===== config.mk =====
export PLATFORM = sky130hd
export DESIGN_NAME = core_mem_arb
export DESIGN_NICKNAME = d
export VERILOG_FILES = /design/src/rtl/core_mem_arb.sv
export SDC_FILE = /design/constraint.sdc
export NUM_CORES = 1
export LEC_CHECK = 0
export ABC_AREA = 1
export CAP_MARGIN = 20
export CORE_ASPECT_RATIO = 0.5
export CORE_MARGIN = 3
export CORE_UTILIZATION = 35
export DETAILED_ROUTE_END_ITERATION = 8
export PLACE_DENSITY = 0.71
export SLEW_MARGIN = 20
export SYNTH_ARGS = -nofsm -noshare
export SYNTH_HDL_FRONTEND = slang
export SYNTH_SLANG_ARGS = --single-unit

===== constraint.sdc =====
create_clock -name clk -period 1.7 [get_ports clk]
set_input_delay 0.255 -clock clk [delete_from_list [all_inputs] [get_ports clk]]
set_output_delay 0.255 -clock clk [all_outputs]
set_load 0.03 [all_outputs]

===== src/rtl/core_mem_arb.sv =====
// -----------------------------------------------------------------------------
// core_mem_arb
//
// Arbitrates between an instruction-fetch unit (IFU) and a load/store unit
// (LSU) for a single downstream memory port. Only one transaction may be
// outstanding. LSU normally has priority. The IFU is protected from
// starvation: after STARVE_MAX back-to-back LSU grants taken while the IFU
// was waiting, the IFU wins the next arbitration. A response timeout
// returns an error response to the owner if memory never answers.
//
// Ports
//   clk, rst_n                   clock, asynchronous active-low reset
//   ifu_req_valid/ready/addr     fetch request handshake (read only)
//   lsu_req_valid/ready/addr     load/store request handshake
//   lsu_req_wen/wdata/wmask      store qualifier, data and byte mask
//   ifu_rsp_valid, lsu_rsp_valid one-cycle response pulse to the owner
//   rsp_data, rsp_err            shared response data / timeout flag
//   mem_req_valid/ready          downstream request handshake
//   mem_req_addr/wen/wdata/wmask latched downstream request fields
//   mem_rsp_valid, mem_rsp_data  downstream response
//
// state | meaning
// ------+-----------------------------------------------------------------
// IDLE  | no transaction; ready shown to the arbitration winner
// REQ   | mem_req_valid high with latched fields, waiting for mem_req_ready
// WAIT  | request accepted, waiting for mem_rsp_valid or the timeout
// -----------------------------------------------------------------------------
module core_mem_arb #(
  parameter int ADDR_W     = 32,
  parameter int DATA_W     = 64,
  parameter int STARVE_MAX = 4,
  parameter int TMO_CYC    = 255
) (
  input  logic              clk,
  input  logic              rst_n,

  input  logic              ifu_req_valid,
  output logic              ifu_req_ready,
  input  logic [ADDR_W-1:0] ifu_req_addr,

  input  logic              lsu_req_valid,
  output logic              lsu_req_ready,
  input  logic [ADDR_W-1:0] lsu_req_addr,
  input  logic              lsu_req_wen,
  input  logic [DATA_W-1:0] lsu_req_wdata,
  input  logic [7:0]        lsu_req_wmask,

  output logic              ifu_rsp_valid,
  output logic              lsu_rsp_valid,
  output logic [DATA_W-1:0] rsp_data,
  output logic              rsp_err,

  output logic              mem_req_valid,
  input  logic              mem_req_ready,
  output logic [ADDR_W-1:0] mem_req_addr,
  output logic              mem_req_wen,
  output logic [DATA_W-1:0] mem_req_wdata,
  output logic [7:0]        mem_req_wmask,

  input  logic              mem_rsp_valid,
  input  logic [DATA_W-1:0] mem_rsp_data
);

  localparam int SW = (STARVE_MAX < 1) ? 1 : $clog2(STARVE_MAX + 1);

  typedef enum logic [1:0] {
    ST_IDLE = 2'd0,
    ST_REQ  = 2'd1,
    ST_WAIT = 2'd2
  } state_e;

  typedef enum logic {
    OWN_IFU = 1'b0,
    OWN_LSU = 1'b1
  } owner_e;

  state_e            state_q;
  owner_e            owner_q;
  logic [SW-1:0]     starve_cnt_q;
  logic [SW-1:0]     starve_cnt_d;
  logic [7:0]        tmo_cnt_q;

  logic              ifu_rsp_valid_q;
  logic              lsu_rsp_valid_q;
  logic [DATA_W-1:0] rsp_data_q;
  logic              rsp_err_q;

  logic              mem_req_valid_q;
  logic [ADDR_W-1:0] mem_req_addr_q;
  logic              mem_req_wen_q;
  logic [DATA_W-1:0] mem_req_wdata_q;
  logic [7:0]        mem_req_wmask_q;

  logic              starve_hit;
  logic              ifu_win;
  logic              lsu_win;
  logic              ifu_gnt;
  logic              lsu_gnt;
  logic              tmo_hit;

  // Arbitration. The two win terms are mutually exclusive: IFU can only win
  // against a valid LSU when the starve counter is saturated, which in turn
  // blocks the LSU.
  always_comb begin
    starve_hit = (starve_cnt_q == SW'(STARVE_MAX));
    ifu_win    = ifu_req_valid & (~lsu_req_valid | starve_hit);
    lsu_win    = lsu_req_valid & ~(ifu_req_valid & starve_hit);
    // rst_n gating keeps the readies low while reset is held, even though
    // IDLE is also the reset state.
    ifu_req_ready = rst_n & (state_q == ST_IDLE) & ifu_win;
    lsu_req_ready = rst_n & (state_q == ST_IDLE) & lsu_win;
    ifu_gnt    = ifu_req_ready;
    lsu_gnt    = lsu_req_ready;
    tmo_hit    = (tmo_cnt_q == 8'(TMO_CYC));
  end

  // Starvation counter: counts LSU grants taken while the IFU was waiting,
  // saturating at STARVE_MAX; any IFU grant clears it.
  always_comb begin
    starve_cnt_d = starve_cnt_q;
    if (ifu_gnt) begin
      starve_cnt_d = '0;
    end else if (lsu_gnt && ifu_req_valid && !starve_hit) begin
      starve_cnt_d = starve_cnt_q + SW'(1);
    end
  end

  always_ff @(posedge clk or negedge rst_n) begin
    if (!rst_n) begin
      state_q         <= ST_IDLE;
      owner_q         <= OWN_IFU;
      starve_cnt_q    <= '0;
      tmo_cnt_q       <= '0;
      ifu_rsp_valid_q <= 1'b0;
      lsu_rsp_valid_q <= 1'b0;
      rsp_data_q      <= '0;
      rsp_err_q       <= 1'b0;
      mem_req_valid_q <= 1'b0;
      mem_req_addr_q  <= '0;
      mem_req_wen_q   <= 1'b0;
      mem_req_wdata_q <= '0;
      mem_req_wmask_q <= '0;
    end else begin
      // Response pulses are single-cycle by default.
      ifu_rsp_valid_q <= 1'b0;
      lsu_rsp_valid_q <= 1'b0;
      starve_cnt_q    <= starve_cnt_d;

      case (state_q)
        ST_IDLE: begin
          if (lsu_gnt) begin
            owner_q         <= OWN_LSU;
            mem_req_addr_q  <= lsu_req_addr;
            mem_req_wen_q   <= lsu_req_wen;
            mem_req_wdata_q <= lsu_req_wdata;
            mem_req_wmask_q <= lsu_req_wmask;
            mem_req_valid_q <= 1'b1;
            state_q         <= ST_REQ;
          end else if (ifu_gnt) begin
            owner_q         <= OWN_IFU;
            mem_req_addr_q  <= ifu_req_addr;
            mem_req_wen_q   <= 1'b0;
            mem_req_wdata_q <= '0;
            mem_req_wmask_q <= '0;
            mem_req_valid_q <= 1'b1;
            state_q         <= ST_REQ;
          end
        end

        ST_REQ: begin
          if (mem_req_ready) begin
            mem_req_valid_q <= 1'b0;
            tmo_cnt_q       <= '0;
            state_q         <= ST_WAIT;
          end
        end

        ST_WAIT: begin
          // tmo_cnt is 0 in the first WAIT cycle, so the timeout fires in
          // the WAIT cycle where it equals TMO_CYC. A response in that same
          // cycle still takes priority.
          if (mem_rsp_valid) begin
            rsp_data_q      <= mem_rsp_data;
            rsp_err_q       <= 1'b0;
            ifu_rsp_valid_q <= (owner_q == OWN_IFU);
            lsu_rsp_valid_q <= (owner_q == OWN_LSU);
            state_q         <= ST_IDLE;
          end else if (tmo_hit) begin
            rsp_data_q      <= '0;
            rsp_err_q       <= 1'b1;
            ifu_rsp_valid_q <= (owner_q == OWN_IFU);
            lsu_rsp_valid_q <= (owner_q == OWN_LSU);
            state_q         <= ST_IDLE;
          end else begin
            tmo_cnt_q <= tmo_cnt_q + 8'd1;
          end
        end

        default: begin
          mem_req_valid_q <= 1'b0;
          state_q         <= ST_IDLE;
        end
      endcase
    end
  end

  assign ifu_rsp_valid = ifu_rsp_valid_q;
  assign lsu_rsp_valid = lsu_rsp_valid_q;
  assign rsp_data      = rsp_data_q;
  assign rsp_err       = rsp_err_q;
  assign mem_req_valid = mem_req_valid_q;
  assign mem_req_addr  = mem_req_addr_q;
  assign mem_req_wen   = mem_req_wen_q;
  assign mem_req_wdata = mem_req_wdata_q;
  assign mem_req_wmask = mem_req_wmask_q;

endmodule


==> flow_summary_export.csv <==
group,metric,value,unit
power_and_ir_drop,static-leakage-power,0.007207,uW
setup_path,worst_ep_required_time,1.44,ns
run_status,status,"finished with violations",
sta,setup_tns,-1.498,ns
power_and_ir_drop,internal_power,12960,uW
power_and_ir_drop,power_per_cell_area,1745,nW/um^2
synth,synth_edf_count,0,
drt,routed_wl,28290,um
synth,mappedNetlistArea,7736,sq um
cts,cts_buffers,17,
synth,synthMostInstantiatedCell,"sky130_fd_sc_hd__nand2_1",
drt,firstDrtPassIters,5,
cts,max-clock-path-buffers,2,
power_and_ir_drop,clkPwrFrac,18.4,%
sta,grt_setup_unrepaired,"yes",
synth,seq_area_frac_synth,60.49,%
power_and_ir_drop,seq_power_share,31.7,%
sta,worst_margin_pin_slew,0.7271,ns
drt,antenna_nets_post_route,0,
power_and_ir_drop,netSwitchingPower,10150,uW
sta,worst_hold_check_slack,0.3504,ns
drt,met3_wirelength,1216,um
cts,clkLatencyLatePin,0.43,ns
synth,synth_warn,0,
floorplanning,initial_utilization,36.65,%
setup_path,arrival,1.55,ns
setup_path,setup.worst_path.end_class,"primary output",
setup_path,worst_setup_path_start_kind,"register",
hold_path,min-delay-path-class,"input pin to register",
floorplanning,ios,382,
setup_path,critical_path.max_stage_delay,0.39,ns
floorplanning,fp.dieW,216.3,um
setup_path,timing.setup.critical_path_class,"register to primary output",
drt,route.detailed.drc,0,
drt,routed.top_layer,"met4",
synth,syn_inst,946,
synth,synthesis.nets,1156,
grt,groute.usage.overall,21.27,%
power_and_ir_drop,p_sw_share,43.92,%
sta,clock-skew-final,0.01660,ns
drt,met2RoutedLength,14780,um
final_layout,multiInputGateArea,2861,sq um
cts,clk_transition_reported_paths,0.06,ns
floorplanning,die_h,111.1,um
synth,yosys_register_bits,187,
final_layout,syn_to_final_growth,71.29,%
setup_path,critical_path_cell_sequence,"inv_2, ha_4, nand3_4, nand2_4, nor2_8, buf_12, buf_8",
placement,worst_setup_slack_before_clock_tree_synthesis,-0.06909,ns
cts,ctsHtreeMaxLevel,4,
cts,cts_tree,"done",
run_status,failed_checks,"setup timing",
grt,grt_pass1_vias,7319,
sta,final_hold_viol_count,0,
synth,synth.avg_cell_area,8.178,sq um
synth,ys_top_cells_by_area,"sky130_fd_sc_hd__dfrtp_1 (60%), sky130_fd_sc_hd__nand2_1 (32%), sky130_fd_sc_hd__buf_2 (1.9%), sky130_fd_sc_hd__nor2_1 (0.82%), sky130_fd_sc_hd__nand3_1 (0.71%)",
placement,port-buffer-count,381,
synth,synthArstFlopShare,100.0,%
drt,viasPerCell,4.587,
final_layout,layout.nets,1584,
sta,report.final.slew_viol_count,0,
sta,post-route-period-util,106.0,%
placement,gpl.final_weighted_congestion,0.8401,
setup_path,crit_fanout,3,
drt,drtIter0Drc,549,
run,max-cap-violations,0,
synth,postSynth.topFlopCell,"sky130_fd_sc_hd__dfrtp_1",
grt,globalRoute.totalOverflow,0,
grt,grt_first_pass_wirelength,40500,um
synth,post_synth_num_cell_types,24,
floorplanning,die_area,24030,sq um
drt,wl_met1,11720,um
setup_path,cell_with_the_biggest_individual_delay_on_the_critical_path,"sky130_fd_sc_hd__dfrtp_1",
floorplanning,number_of_rows_created_at_floorplan,37,
grt,grt_antenna_before_repair,1,
final_layout,fillCellCount,1834,
sta,slew-limit-headroom,51.53,%
sta,period_needed,1.802,ns
final_layout,final_layout_size_suffix_gt1_share,9.805,%
placement,place.detailed.instances,1605,
grt,grt_max_degree,188,
placement,place.detailed.hpwl,19120,um
power_and_ir_drop,ir_worst_vdd,0.0007622,V
cts,clkSinkCount,187,
synth,netlist.area_leader.share,60.49,%
synth,synth_largest_area_cell,"sky130_fd_sc_hd__dfrtp_1",
drt,dr_total_vias,7706,
power_and_ir_drop,pwr-share-comb,49.9,%
final_layout,layout.area.seq,4679,sq um
synth,synth_commonest_cells,"sky130_fd_sc_hd__nand2_1 (650), sky130_fd_sc_hd__dfrtp_1 (187), sky130_fd_sc_hd__buf_2 (29)",
cts,cts-root-buf,"sky130_fd_sc_hd__clkbuf_16",
sta,max_freq,555.1,MHz
sta,layout_setup_ws,-0.1016,ns
sta,finalSetupViolations,60,
drt,detail_route.wl_per_cell,16.84,um
final_layout,post_layout_nonfiller_instances,1680,
floorplanning,core-area,21110,sq um
## cell usage in the layout (no fill, tap or decap), drive strengths merged
cell,synthesis,final
a21boi,1,1
a21oi,2,2
buf,37,59
bufbuf,0,1
bufinv,0,3
clkbuf,5,33
clkdlybuf4s50,0,205
clkinv,0,4
dfrtp,187,187
diode,0,1
dlygate4sd2,0,173
dlygate4sd3,0,1
ha,3,3
inv,18,22
nand2,651,651
nand3,12,12
nor2,20,20
nor3b,1,1
o21a,1,1
o21ai,5,5
o21bai,1,1
xor2,2,2
## final timing paths
path | startpoint | end | slack, ns | depth (start not counted)
max | starve_cnt_q[0] | lsu_req_ready | -0.10 | 7
min | rst_n | starve_cnt_q[2] | 0.35 | 6
max reg2reg | starve_cnt_q[0] | mem_req_addr[14] | -0.05 | 11
min reg2reg | owner_q | ifu_rsp_valid | 0.43 | 1
max in group asynchronous | rst_n | rsp_data[48] | 0.28 | 4
min in group asynchronous | rst_n | mem_req_addr[25] | 0.44 | 3
## area by class of cell
type                    instances  area share (%)
diodes                          1         0.01888
clock buffers                  21           3.626
clock inverters                11           1.161
inverters                      18          0.5287
multi-input cells             699           21.59
flip-flops and latches        187           35.31
well taps                     292           2.757
repair buffers                451           35.00
## metal layers
| layer | up-vias | global-route usage, % |
|---|---|---|
| li1 | 3717 | - |
| met1 | 3746 | 25.80 |
| met2 | 205 | 38.51 |
| met3 | 38 | 3.888 |
| met4 | 0 | 6.597 |
| met5 | - | 0 |
## critical path: cells and delay by family, from the launching register on
family | cells | cell delay [ns]
adders and majority gates | 1 | 0.17
buffers and inverters | 3 | 0.32
DFF | 1 | 0.39
and+or+nand+nor | 3 | 0.24
## sequential cells by signal, indices dropped and copies added, names as in the netlist
signal	count
mem_req_wmask	8
lsu_rsp_valid	1
owner_q	1
mem_req_wen	1
mem_req_valid	1
tmo_cnt_q	8
state_q	2
mem_req_wdata	64
rsp_err	1
rsp_data	64
mem_req_addr	32
ifu_rsp_valid	1
starve_cnt_q	3
## cells by family after synthesis
| group | Yosys count | synth area share [%] |
|---|---|---|
| compound gates | 10 | 0.8410 |
| xor+xnor | 2 | 0.2265 |
| fa+ha+maj | 3 | 0.4853 |
| buf+inv | 60 | 3.817 |
| flops | 187 | 60.49 |
| simple gates | 684 | 34.14 |
## per-stage QoR
step / util (%) / area [sq um] / total power (uW)
final: 62.77 / 13250 / 23120
after global routing: 62.77 / 13250 / 24390
after CTS: 59.65 / 12590 / 22300
after detailed placement: 57.10 / 12050 / 19160
after global placement: 57.10 / 12050 / 18930
after floorplan: - / 7737 / 13550
## power groups by stage
stage | logic (uW) | registers [uW] | clock network [uW]
detailed placement | 11700 | 7420 | 0
CTS | 10700 | 7300 | 4340
finish | 11500 | 7330 | 4240
floorplan | 2680 | 10900 | 0
global route | 12300 | 7560 | 4540
global placement | 11600 | 7340 | 0
## timing repair
item | CTS | global route
setup buffers | 6 | 18
cloned | 1 | 15
pin swaps | 5 | 9
gates resized for setup | 185 | 36
setup endpoints to repair | 186 | 181
hold endpoints to repair | 0 | 49
hold buffers | 0 | 1
No activity file was read; power rests on OpenSTA's default activity.
